`config.mk`:
```
export PLATFORM = sky130hd
export DESIGN_NAME = seg7_scan_driver
export DESIGN_NICKNAME = d
export VERILOG_FILES = /design/src/rtl/seg7_pkg.sv /design/src/rtl/hex_to_seg7.sv /design/src/rtl/seg7_scan_driver.sv
export SDC_FILE = /design/constraint.sdc
export NUM_CORES = 1
export LEC_CHECK = 0
export CAP_MARGIN = 10
export CORE_MARGIN = 5
export CORE_UTILIZATION = 50
export CTS_BUF_LIST = sky130_fd_sc_hd__clkbuf_8
export CTS_CLUSTER_DIAMETER = 120
export DETAILED_ROUTE_END_ITERATION = 10
export PLACE_DENSITY_LB_ADDON = 0.08
export SYNTH_ARGS = -nofsm -noshare
export SYNTH_HDL_FRONTEND = slang
export SYNTH_SLANG_ARGS = --single-unit
```
`constraint.sdc`:
```
create_clock -name clk -period 5.3 [get_ports clk]
set_clock_uncertainty 0.1 [all_clocks]
set_input_delay 1.06 -clock clk [delete_from_list [all_inputs] [get_ports clk]]
set_output_delay 1.06 -clock clk [all_outputs]
set_load 0.005 [all_outputs]
```
`src/rtl/seg7_pkg.sv`:
```
// seg7_pkg: shared types and constants for the seven-segment scan driver.
// Segment patterns are {g,f,e,d,c,b,a}, active-low.
package seg7_pkg;

   localparam int NUM_DIGITS = 4;

   typedef logic [6:0] seg_t;

   // All segments off
   localparam seg_t SEG_BLANK = 7'h7F;

   // Hex glyph table, entry n is the pattern for nibble value n (entry 15 first)
   localparam logic [15:0][6:0] HEX_PAT = {
      7'h0E, 7'h06, 7'h21, 7'h46,   // F E d C
      7'h03, 7'h08, 7'h10, 7'h00,   // b A 9 8
      7'h78, 7'h02, 7'h12, 7'h19,   // 7 6 5 4
      7'h30, 7'h24, 7'h79, 7'h40    // 3 2 1 0
   };

   // Per-digit "keep" mask for leading-zero suppression: a digit is kept when
   // it or any more significant nibble is nonzero. Digit 0 is always kept so
   // that a zero value still shows a single "0".
   function automatic logic [NUM_DIGITS-1:0] lead_zero_keep(input logic [15:0] v);
      logic [NUM_DIGITS-1:0] keep;
      keep[0] = 1'b1;
      keep[1] = |v[15:4];
      keep[2] = |v[15:8];
      keep[3] = |v[15:12];
      return keep;
   endfunction

endpackage

```
`src/rtl/hex_to_seg7.sv`:
```
// hex_to_seg7: combinational nibble to active-low seven-segment decoder.
module hex_to_seg7
   import seg7_pkg::*;
(
   input  logic [3:0] nib_i,
   output seg_t       seg_o
);

   // Table lookup into the shared glyph table
   always_comb begin
      seg_o = HEX_PAT[nib_i];
   end

endmodule

```
`src/rtl/seg7_scan_driver.sv`:
```
// seg7_scan_driver: time-multiplexed driver for a four-digit active-low
// seven-segment display. A 16-bit value is staged through load/ack and only
// committed to the displayed shadow register at the frame wrap, so a frame
// never mixes digits from two different values.
//
// Build option: define SEG7_LZ_BLANK_EN to suppress leading zeros.
//
// Handshake: load is a single-cycle strobe with no back-pressure; the value
// is always accepted (a later load while one is pending replaces it). ack
// pulses for one cycle, in the cycle the first digit of the new frame is
// shown, whenever a value becomes the displayed value.
module seg7_scan_driver
   import seg7_pkg::*;
#(
   parameter int REFRESH_DIV = 100000
) (
   input  logic        clk,
   input  logic        rst_n,
   input  logic [15:0] value_in,
   input  logic        load,
   input  logic [3:0]  digit_en,
   output logic        ack,
   output logic [6:0]  seg,
   output logic [3:0]  an,
   output logic        dp
);

   localparam int CNT_W = (REFRESH_DIV > 2) ? $clog2(REFRESH_DIV) : 1;
   localparam logic [CNT_W-1:0] CNT_LAST = CNT_W'(REFRESH_DIV - 1);

   // Scan state
   logic [CNT_W-1:0] cnt_q, cnt_d;
   logic [1:0]       idx_q, idx_d;
   logic             terminal;
   logic             commit;

   // Value path state
   logic [15:0] staged_q, staged_d;
   logic        pending_q, pending_d;
   logic [15:0] shadow_q, shadow_d;

   // Registered outputs
   logic       ack_q, ack_d;
   seg_t       seg_q, seg_d;
   logic [3:0] an_q, an_d;

   // Display datapath
   logic [3:0]            cur_nib;
   seg_t                  cur_pat;
   logic [NUM_DIGITS-1:0] lz_keep;
   logic                  digit_on;

   assign terminal = (cnt_q == CNT_LAST);
   assign commit   = terminal && (idx_q == 2'd3);

   // Refresh counter and digit index advance
   always_comb begin
      cnt_d = cnt_q + 1'b1;
      idx_d = idx_q;
      if (terminal) begin
         cnt_d = '0;
         idx_d = idx_q + 2'd1;
      end
   end

   // Staging, commit at frame wrap, and the same-cycle bypass
   always_comb begin
      staged_d  = staged_q;
      pending_d = pending_q;
      shadow_d  = shadow_q;
      ack_d     = 1'b0;
      if (load) begin
         staged_d  = value_in;
         pending_d = 1'b1;
      end
      if (commit) begin
         if (load) begin
            // A load on the wrap itself goes straight to the display
            shadow_d  = value_in;
            pending_d = 1'b0;
            ack_d     = 1'b1;
         end else if (pending_q) begin
            shadow_d  = staged_q;
            pending_d = 1'b0;
            ack_d     = 1'b1;
         end
      end
   end

   // Select the nibble for the digit that will be lit next cycle; using the
   // next-state index and shadow keeps seg/an aligned with idx after the edge
   always_comb begin
      cur_nib = shadow_d[{idx_d, 2'b00} +: 4];
   end

   hex_to_seg7 u_dec (
      .nib_i (cur_nib),
      .seg_o (cur_pat)
   );

   // Leading-zero suppression mask (all digits kept when the option is off)
   always_comb begin
`ifdef SEG7_LZ_BLANK_EN
      lz_keep = lead_zero_keep(shadow_d);
`else
      lz_keep = '1;
`endif
   end

   // Anode and segment selection with per-digit blanking
   always_comb begin
      digit_on = digit_en[idx_d] & lz_keep[idx_d];
      an_d     = 4'hF;
      seg_d    = SEG_BLANK;
      if (digit_on) begin
         an_d  = ~(4'b0001 << idx_d);
         seg_d = cur_pat;
      end
   end

   // State and output registers
   always_ff @(posedge clk or negedge rst_n) begin
      if (!rst_n) begin
         cnt_q     <= '0;
         idx_q     <= 2'd0;
         staged_q  <= 16'h0000;
         pending_q <= 1'b0;
         shadow_q  <= 16'h0000;
         ack_q     <= 1'b0;
         seg_q     <= SEG_BLANK;
         an_q      <= 4'hF;
      end else begin
         cnt_q     <= cnt_d;
         idx_q     <= idx_d;
         staged_q  <= staged_d;
         pending_q <= pending_d;
         shadow_q  <= shadow_d;
         ack_q     <= ack_d;
         seg_q     <= seg_d;
         an_q      <= an_d;
      end
   end

   assign ack = ack_q;
   assign seg = seg_q;
   assign an  = an_q;
   assign dp  = 1'b1;

endmodule
```
# After elaboration in Yosys (flattened, before gate mapping)
# Memories as Yosys holds them, arrays and structs flattened.
# Cells that the tools add are included.
word_totals:
  regBits: 64
  mem_bits_ro: 112
  input_bits: 23
  output_inout_bits: 13
  wordCells: 39
  n_memories: 1
classes:
  add_sub_neg: 2
  n_lt_le_gt_ge: 2
  eq_ne: 2
  shifts: 2
  mux: 19
  n_bitwise: 2
  n_reduce_logical: 1
memory_table:
  columns: ["memory", "words", "word_bits", "rd", "rd_ports_with_merged_regs", "wr", "line", "rtl"]
  rows:
  - ["(no name shown)", 16, 7, 1, 0, 0, "hex_to_seg7.sv:11", "seg_o = HEX_PAT[nib_i];"]
op_table:
  columns: ["operator", "count"]
  rows:
  - ["$mux 16", 3]
  - ["$add 17x1->17 const B", 1]
  - ["$eq 17x17->1 const B", 1]
  - ["$mux 17", 1]
  - ["$shiftx 16x5->4", 1]
  - ["$mux 7", 2]
  - ["$mux 1", 9]
  - ["$lt 4x5->1 const B", 1]
  - ["$bmux 1 s2", 2]
  - ["$mux 4", 1]
  - ["$not 4->4", 1]
  - ["$shl 1x2->4 const A", 1]
  - ["$lt 2x3->1 const B", 1]
  - ["$add 2x1->2 const B", 1]
  - ["$eq 2x2->1 const B", 1]
  - ["$mux 2", 1]
  - ["$and 1x1->1", 1]
  - ["$logic_and 1x1->1", 1]

# Depth between registers and ports, before layout
# Gate-level depths: netlist of the first run.
depth:
  depth_word: 7
  depth_mapped: 16
  depth_no_buf: 13

# Modules after synthesis
# A second synthesis of the first run with hierarchy kept.
hier_totals:
  cells_unflattened: 230
  hier_area_um2: 2965.3
by_module_without_submodules:
  columns: ["mod", "n_inst", "cells_per_inst", "area_each_um2", "seq_area_each_um2"]
  rows:
  - ["seg7_scan_driver", 1, 198, 2690.1, 1615.3]
  - ["hex_to_seg7", 1, 32, 275.3, 0.0]

# Worst setup path after synthesis of the first run
# Ideal clock, no wire load.
synth_path:
  path_kind: "register to register"
  start: "register cnt_q[0]"
  end: "register seg_q[6], in the netlist seg[6]"
  setup_time_ps: 83
  arrival_time_ps: 3138
  required_time_ps: 5117
  path_slack_ps: 1978
  path_stages_with_launch: 15
  n_path_buf: 4
  period_less_slack_ps: 3322
  path_cell_list: "dfrtp_1 > ha_1 > and4_4 > buf_6 > and4_4 > buf_6 > and3_4 > buf_6 > a22oi_4 > a21oi_1 > or4_1 > buf_2 > ha_1 > mux2_1 > a221o_1"
synth_between:
  elab_chain_len: 7
  elab_cells_between_ends: 13
  cone_classes: "1 x eq/ne; 1 x shift; 8 x mux; 1 x bitwise; 1 x reduce/logical; 1 x memory"
synth_rtl:
  columns: ["item", "line", "rtl"]
  rows:
  - ["start, declared", "seg7_scan_driver.sv:32", "logic [CNT_W-1:0] cnt_q, cnt_d;"]
  - ["start signal, assigned", "seg7_scan_driver.sv:133", "cnt_q <= cnt_d;"]
  - ["$eq 17x17->1 *", "seg7_scan_driver.sv:53", "assign terminal = (cnt_q == CNT_LAST);"]
  - ["$logic_and 1x1->1", "seg7_scan_driver.sv:54", "assign commit = terminal && (idx_q == 2'd3);"]
  - ["$mux 16", "seg7_scan_driver.sv:76", "if (commit) begin"]
  - ["$shiftx 16x5->4", "seg7_scan_driver.sv:93", "cur_nib = shadow_d[{idx_d, 2'b00} +: 4];"]
  - ["$mem_v2 16x7", null, null]
  - ["$mux 7 (implied by the code)", "hex_to_seg7.sv:11", null]
  - ["$mux 7 *", "seg7_scan_driver.sv:115", "if (digit_on) begin"]
  - ["net seg_d[6]", "seg7_scan_driver.sv:44", "seg_t seg_q, seg_d;"]
  - ["end signal, assigned", "seg7_scan_driver.sv:139", "seg_q <= seg_d;"]
  - ["end, declared", "seg7_scan_driver.sv:44", null]
# The timed path passes the listed nets; every way through them passes the cells marked *. The select of a mux whose other input is x is not followed.
# A chain may end at the register's enable or synchronous reset.

# Worst setup path after layout of the first run
layout_path:
  start: "input load"
  end: "register seg_q[0], in the netlist seg[0]"
layout_between:
  elab_chain_len: 6
layout_rtl:
  columns: ["item", "line", "rtl"]
  rows:
  - ["start, declared", "seg7_scan_driver.sv:20", "input logic load,"]
  - ["$mux 16", "seg7_scan_driver.sv:77", "if (load) begin"]
  - ["$mux 16", "seg7_scan_driver.sv:76", null]
  - ["$shiftx 16x5->4", "seg7_scan_driver.sv:93", null]
  - ["$mem_v2 16x7", null, null]
  - ["$mux 7 (implied by the code)", "hex_to_seg7.sv:11", null]
  - ["$mux 7", "seg7_scan_driver.sv:115", null]
  - ["net seg_d[0]", "seg7_scan_driver.sv:44", null]
# The timed path passes the listed nets, and every way through them passes these cells. The select of a mux whose other input is x is not followed.

==> summary.md, run 1 <==
| Metric | Value |
|---|---|
| Most common cell in the netlist | dfrtp_1 |
| Clk slew on worst S/H paths | 70 ps |
| Final Hold Viols | 0 |
| Residual DRC | 0 |
| DP Wirelength | 5.11 mm |
| # rows | 30 |
| Filler cells | 595 |
| Max_cap viols | 0 |
| Number of global-route vias before repair | ~2400 |
| Syn Nets | roughly 350 |
| Sw Pwr | between 0.2 and 0.25 mW |
| Post-CTS Repair Setup Buffers | 0 |
| WS Path Type | input port to register |
| CTS max path bufs | 2 |
| CTS tree | built |
| Worst slew margin | between 40% and 50% |
| Worst path bufs/invs | 2 |
| Leakage | roughly 1.7 nW |
| Tot GR Track Use | a little under a fifth |
| Full die area | 0.00872 mm^2 |
| Synth Cell Area | 0.00348 mm^2 |
| Core footprint | 0.00679 mm^2 |
| Nature of the critical path endpoint | register |
| Register-to-Register Path Depth | 12 |
| Largest net degree at the start of global routing | 65 |
| CTS Buf Count | 9 |
| Pwr dens | about 250 mW/mm^2 |
| Clock root buffer | clkbuf_8 |
| H-tree depth | 3 |
| Worst Hold Class | register to register |
| Top FF cell, synth | dfrtp_1 |
| Final Util | between 50% and 60% |
| WP data required | about 5400 ps |
| Vias per cell | approximately 5.6 |
| DR vias | around 2500 |
| R2R Setup Slk | around 1400 ps |
| Clock latency on the worst-skew pair | between 300 and 400 ps |
| RSZ-0062 raised after global routing | no |
| Critical Path AT | about 4200 ps |
| Clock sink count | 64 |
| Crit-path max FO | 16 |
| Post-synth top area share | approximately two fifths |
| Outcome | finished, final reports clean |
| Final min period | around 4100 ps |
| Starting DRT DRC Count | ~120 |
| Post-synth top cells | 53 x dfrtp_1, 25 x nand2_1, 20 x nor2_1 |
| Fin crit share | 77.3% |
| Gate count of the mapped netlist | approximately 310 |
| Sequential Power Share | 51.8% |
| Post-layout net count | about 380 |
| Clk network pwr share | 41.1% |
| Footprint of the multi-input gates | around 0.0017 mm^2 |
| Int Pwr | 0.768 mW |
| Setup-failing EPs final | 0 |
| Die H | just over 90 um |
| Worst reg2reg startpoint | cnt_q[0] |
| DRT antenna net count | 0 |
| Worst-margin pin slew | between 700 and 800 ps |
| Cts repair resizes | 0 |
| Avg Cell Area, Syn | 11.1 um^2 |
| Post-CTS Hold Buffers | 0 |
| GP Congestion | about 0.8 |
| Initial core utilization | a little over 50% |
| Final slew viol count | 0 |
| Syn. warnings | 0 |
| CP delay by family, top | buffers and inverters |
| Element type at the critical path start | input port |
| R2r endpoint | seg[3] |
| Num ports | 36 |
| WL final | between 7 and 8 mm |
| Share of cells above drive strength 1 | approximately a fifth |
| CP max-delay cell | clkdlybuf4s50_1 |
| Sw Ratio | between 20 and 25% |
| Area leader, netlist | dfrtp_1 |
| Global-route wire length before repair | around 12 mm |
| Peak VDD IR | between 0.15 and 0.2 mV |
| 1st-pass router iterations | 4 |
| Logic pwr share | around 7.1% |
| EDFF count, synth | 0 |
| Worst path cell trace | clkdlybuf4s50_1 > buf_4 > mux2_2 > a221oi_1 > nor3_1 > a211o_1 > mux2i_4 > nor3_1 > mux2_2 > a311oi_1 |
| Total gr overflow | 0 |
| # diodes | 0 |
| Sequential cell area | between 0.0015 and 0.002 mm^2 |
| Async SR Flop Fraction | 100% |
| Initial antenna violation count | 0 |
| Fmax | approximately 0.24 GHz |
| CP max stage delay | a little under 800 ps |
| Total negative slack | 0 ps |
| WL/cell | ~16 um |
| Number of library cell types mapped by synthesis | 71 |
| Top cells by area, synth | dfrtp_1 38%, dfstp_2 8.3%, mux2_2 4.2% |
| Flops & latches, synth | 64 |
| Port Buf Inserts | 34 |
| Sequential area share after synthesis | between 40% and 50% |
| DIE WIDTH | 93.4 um |
| Hold path depth | 1 |
| Area growth, synth to finish | 15.9% |
| Hold-critical path endpoint | cnt_q[0] |
| Worst hold start | cnt_q[0] |
## metrics by stage
stage	std cells	power [mW]	setup slack, ps	cell area [um^2]	hold slack [ps]
after CTS	446	1.00	1200	4030	398
after floorplan	314	0.549	1980	3480	355
after global routing	446	1.03	1010	4030	419
after global placement	430	0.591	924	3840	380
final	446	0.988	1210	4030	394
after detailed placement	430	0.592	850	3840	388
## sequential cells by signal (all words and copies together) (netlist names)
signal and cells:
pending_q 1, idx_q 2, seg 7, ack 1, staged_q 16, cnt_q 17, an 4, shadow_q 16
## cell type report
| class | instances | share of cell area [%] |
|---|---|---|
| multi-input combinational | 224 | 42.5 |
| clock inverter | 6 | 1.34 |
| clock buffer | 10 | 3.42 |
| inverter | 9 | 0.839 |
| tap | 96 | 2.98 |
| timing repair buffer | 37 | 8.88 |
| sequential | 64 | 40.1 |
## cell usage in the layout, fill, tap and decap left out, drive strengths merged, types with 4 or more instances in the layout
cell / n
a21o: 4
a21oi: 11
a221o: 4
a22oi: 6
a32oi: 5
and2: 5
and4: 5
buf: 4
clkbuf: 10
clkdlybuf4s50: 33
dfrtp: 53
dfstp: 11
ha: 8
inv: 12
mux2: 15
mux2i: 10
nand2: 26
nand3: 13
nand4b: 4
nor2: 20
nor2b: 10
nor3: 7
o21ai: 10
o22ai: 5
or2: 4
xnor2: 8
xor2: 7
## kinds of logic after synthesis
group,synth area share [%]
xor+xnor,4.32
mux,8.57
other cells,0.108
flops,46.5
buf+inv,4.32
compound gates,13.2
simple gates,20.1
fa+ha+maj,2.88
## power by group through the flow
stage	clock, mW	sequential (mW)	combinational (mW)
floorplan	0	0.519	0.0292
CTS	0.421	0.511	0.0720
finish	0.406	0.511	0.0706
global placement	0	0.520	0.0710
global route	0.443	0.513	0.0783
detailed placement	0	0.520	0.0716
## worst max-delay path by stage
stage | start | endpoint | slack, ps | cells past startpoint
5_1_grt | load | seg[3] | 1010 | 10
6_report | load | seg[0] | 1210 | 10
3_3_place_gp | load | seg[3] | 920 | 10
2_1_floorplan | cnt_q[0] | seg[6] | 1980 | 14
3_5_place_dp | load | seg[0] | 850 | 10
4_1_cts | load | seg[0] | 1200 | 10
## per-layer routing
metal  global-route usage [%]  wire (um)  vias to the layer above
li1                         -          -                     1203
met1                     26.1       3650                     1222
met2                     25.6       3170                       53
met3                     5.15        324                       10
met4                     6.11        105                        0
met5                        0          0                        -
Power figures use the tool's default switching activity.
==> run 2, diff against run 1 <==
==> constraint.sdc (replaced) <==
create_clock -name clk -period 3.28 [get_ports clk]
set_clock_uncertainty 0.1 [all_clocks]
set_input_delay 0.656 -clock clk [delete_from_list [all_inputs] [get_ports clk]]
set_output_delay 0.656 -clock clk [all_outputs]
set_load 0.005 [all_outputs]
==> run 2 against run 1 <==
Sequential power rose by 62%. Routed wire length rose by 5.5%. First-iteration DRC count rose by 0.84%. Die area did not move. Combinational power rose by 80%. Worst hold slack got worse by 240 ps. Critical path depth rose by 1. Clock power rose by 63%. Cell area rose by 8.6%. Final cell count rose by 9.2%. Via count rose by 3.1%. Largest cell class unchanged. Highest routed layer unchanged.
==> summary.md, run 2 (synthesis results as in run 1) <==
| Metric | Value |
|---|---|
| Outcome | finished, final reports clean |
| GR Layer Usage met2 | 28.9% (+3.3 points) |
| Share of cells above drive strength 1 | 30.7% (+11 points) |
| Clk slew on worst S/H paths | 70 ps (about the same) |
| DIE WIDTH | 93.4 um (unchanged) |
| # rows | 30 (unchanged) |
| Clock root buffer | clkbuf_8 |
| Final min period | ~3200 ps |
| DP Wirelength | 5.74 mm (+12%) |
| Most frequent cells in the layout | 53 x dfrtp_1, 44 x buf_4, 33 x clkdlybuf4s50_1, 25 x nand2_1, 19 x nor2_1 |
| WL final | 7.65 mm (+5.5%) |
| Die H | 93.4 um (unchanged) |
| WL/cell | 15.7 um (-3.4%) |
| Footprint of the multi-input gates | 0.00174 mm^2 (+2.0%) |
| Leakage | 1.92 nW (+13%) |
| Final Util | 64.4% (+5.1 points) |
| CTS max path bufs | 2 (unchanged) |
| Commonest non-fill, non-tap cell in the layout | dfrtp_1 |
| Global-route wire length before repair | 13.2 mm (+7.8%) |
| WP data required | 3430 ps (-2010 ps) |
| Clock sink count | 64 (unchanged) |
| GR peak layer | met2 |
| Placed cells | 471 (+9.5%) |
| Int Pwr | 1.25 mW (+63%) |
| Pwr dens | 369 mW/mm^2 (+50%) |
| Sequential cell area | 0.00162 mm^2 (unchanged) |
| Worst Hold Class | input port to asynchronous set/reset pin |
| Clock latency on the worst-skew pair | 340 ps (about the same) |
| R2R Setup Slk | 120 ps (-1260 ps) |
| R2r endpoint | seg[3] |
| H-tree depth | 3 (unchanged) |
| Nature of the critical path endpoint | register |
| Clk network pwr share | 40.9% (-0.2 points) |
| GP Congestion | 0.837 (+2.6%) |
| Residual DRC | 0 (unchanged) |
| Core footprint | 0.00679 mm^2 (unchanged) |
| Num ports | 36 (unchanged) |
| CTS Buf Count | 9 (unchanged) |
| Initial core utilization | 51.2% (unchanged) |
| DRT antenna net count | 0 (unchanged) |
| 1st-pass router iterations | 4 (unchanged) |
| Met1 Use GR | 28.1% (+1.9 points) |
| Biggest register | cnt_q |
| Post-CTS Hold Buffers | 0 (unchanged) |
| Fin crit share | 96.4% |
| Design area | 0.00438 mm^2 (+8.6%) |
| Peak VDD IR | 0.215 mV (+40%) |
| # diodes | 0 (unchanged) |
| Starting DRT DRC Count | 120 (+0.84%) |
| Total gr overflow | 0 (unchanged) |
| Vias per cell | 5.27 (-5.6%) |
| Dpl cell area | 0.00415 mm^2 (+8.2%) |
| Full die area | 0.00872 mm^2 (unchanged) |
| RSZ-0062 raised after global routing | yes |
| Sw Ratio | 22.6% (+0.30 points) |
| Largest net degree at the start of global routing | 26 (-60%) |
| Post-layout net count | 418 (+11%) |
| WS Path Type | register to register |
| Filler cells | 573 (-3.7%) |
| Port Buf Inserts | 34 (unchanged) |
| Total negative slack | 0 ps (unchanged) |
| Worst reg2reg startpoint | cnt_q[1] |
| Crit-path max FO | 7 (-9) |
| Element type at the critical path start | register |
| Sequential Power Share | 51.2% (-0.6 points) |
| Area growth, synth to finish | 25.9% |
| Grt met3 use | 4.26% (-0.88 points) |
| Number of global-route vias before repair | 2692 (+12%) |
| CTS tree | built |
| Fmax | approximately 0.32 GHz |
| Critical Path AT | 3310 ps (-930 ps) |
| Max reg flops | 17 (unchanged) |
| Final Hold Viols | 0 (unchanged) |
| Largest regs | cnt_q: 17 flops, shadow_q: 16 flops, staged_q: 16 flops |
| Sw Pwr | 0.364 mW (+66%) |
| Logic pwr share | 7.9% (+0.8 points) |
| Fin cells | 487 (+9.2%) |
| DR vias | 2565 (+3.1%) |
| Tot GR Track Use | 19.5% (+1.4 points) |
| Register-to-Register Path Depth | 11 (-1) |
| Initial antenna violation count | 0 (unchanged) |
| Max_cap viols | 0 (unchanged) |
| Final slew viol count | 0 (unchanged) |
| Total power | 1.61 mW (+63%) |
| Setup-failing EPs final | 0 (unchanged) |
[run 2: cell types whose count changed in the layout (fill, tap and decap cells not counted), moves of 2 or more]
cell      change
clkinv_2      +2
ha_2          +3
o21ai_0       -2
and4_1        -2
buf_4        +41
and4_4        +2
ha_1          -3
o21ai_1       +2
inv_1         -2
[run 2: worst max-delay path by stage]
stage / start / to / slack, ps / cells past startpoint
CTS: cnt_q[8] / seg[3] / 5 / 10
floorplan: cnt_q[0] / seg[6] / 30 / 14
detailed placement: load / seg[0] / -240 / 13
global placement: load / seg[3] / -220 / 11
finish: cnt_q[1] / seg[3] / 120 / 11
global route: cnt_q[8] / seg[3] / -10 / 13
[run 2: timing repair]
action	4_1_cts	5_1_grt
resized for setup	0	13
buffers inserted	0	1
endpoints found under the setup margin	0	7
[run 2: layout make-up]
class,instances,area share [%]
multi-input cells,224,39.9
flip-flops and latches,64,36.9
repair buffers,79,15.5
clock buffers,10,3.14
well taps,96,2.74
clock inverters,5,1.11
inverters,9,0.772
[run 2: layer usage]
layer  wire length (um)  up-vias
met5                  0        -
met4                 59        0
met3                299        4
met2               3430       35
met1               3860     1245
li1                   -     1281
[run 2: critical path, cell delays in order, from the launching register on]
cell	delay, ps
dfrtp_1	400
ha_2	200
and4_4	220
and4_4	210
and2_2	230
a32oi_1	260
a21oi_1	110
or4_4	560
ha_1	260
mux2_2	280
a21oi_1	130
o21ai_0	110
[run 2: metrics by stage]
step	hold WS (ps)	setup slack, ps
after CTS	160	5.07
after global routing	183	-11.7
final	152	120
after global placement	384	-217
after detailed placement	382	-235
after floorplan	260	27.3
[run 2: power groups by stage]
| stage | Clock (mW) | Combinational (mW) | Sequential, mW |
|---|---|---|---|
| final | 0.660 | 0.127 | 0.827 |
| after global routing | 0.719 | 0.141 | 0.829 |
| after CTS | 0.683 | 0.129 | 0.827 |
| after detailed placement | 0 | 0.128 | 0.842 |
| after global placement | 0 | 0.127 | 0.842 |
| after floorplan | 0 | 0.0473 | 0.839 |
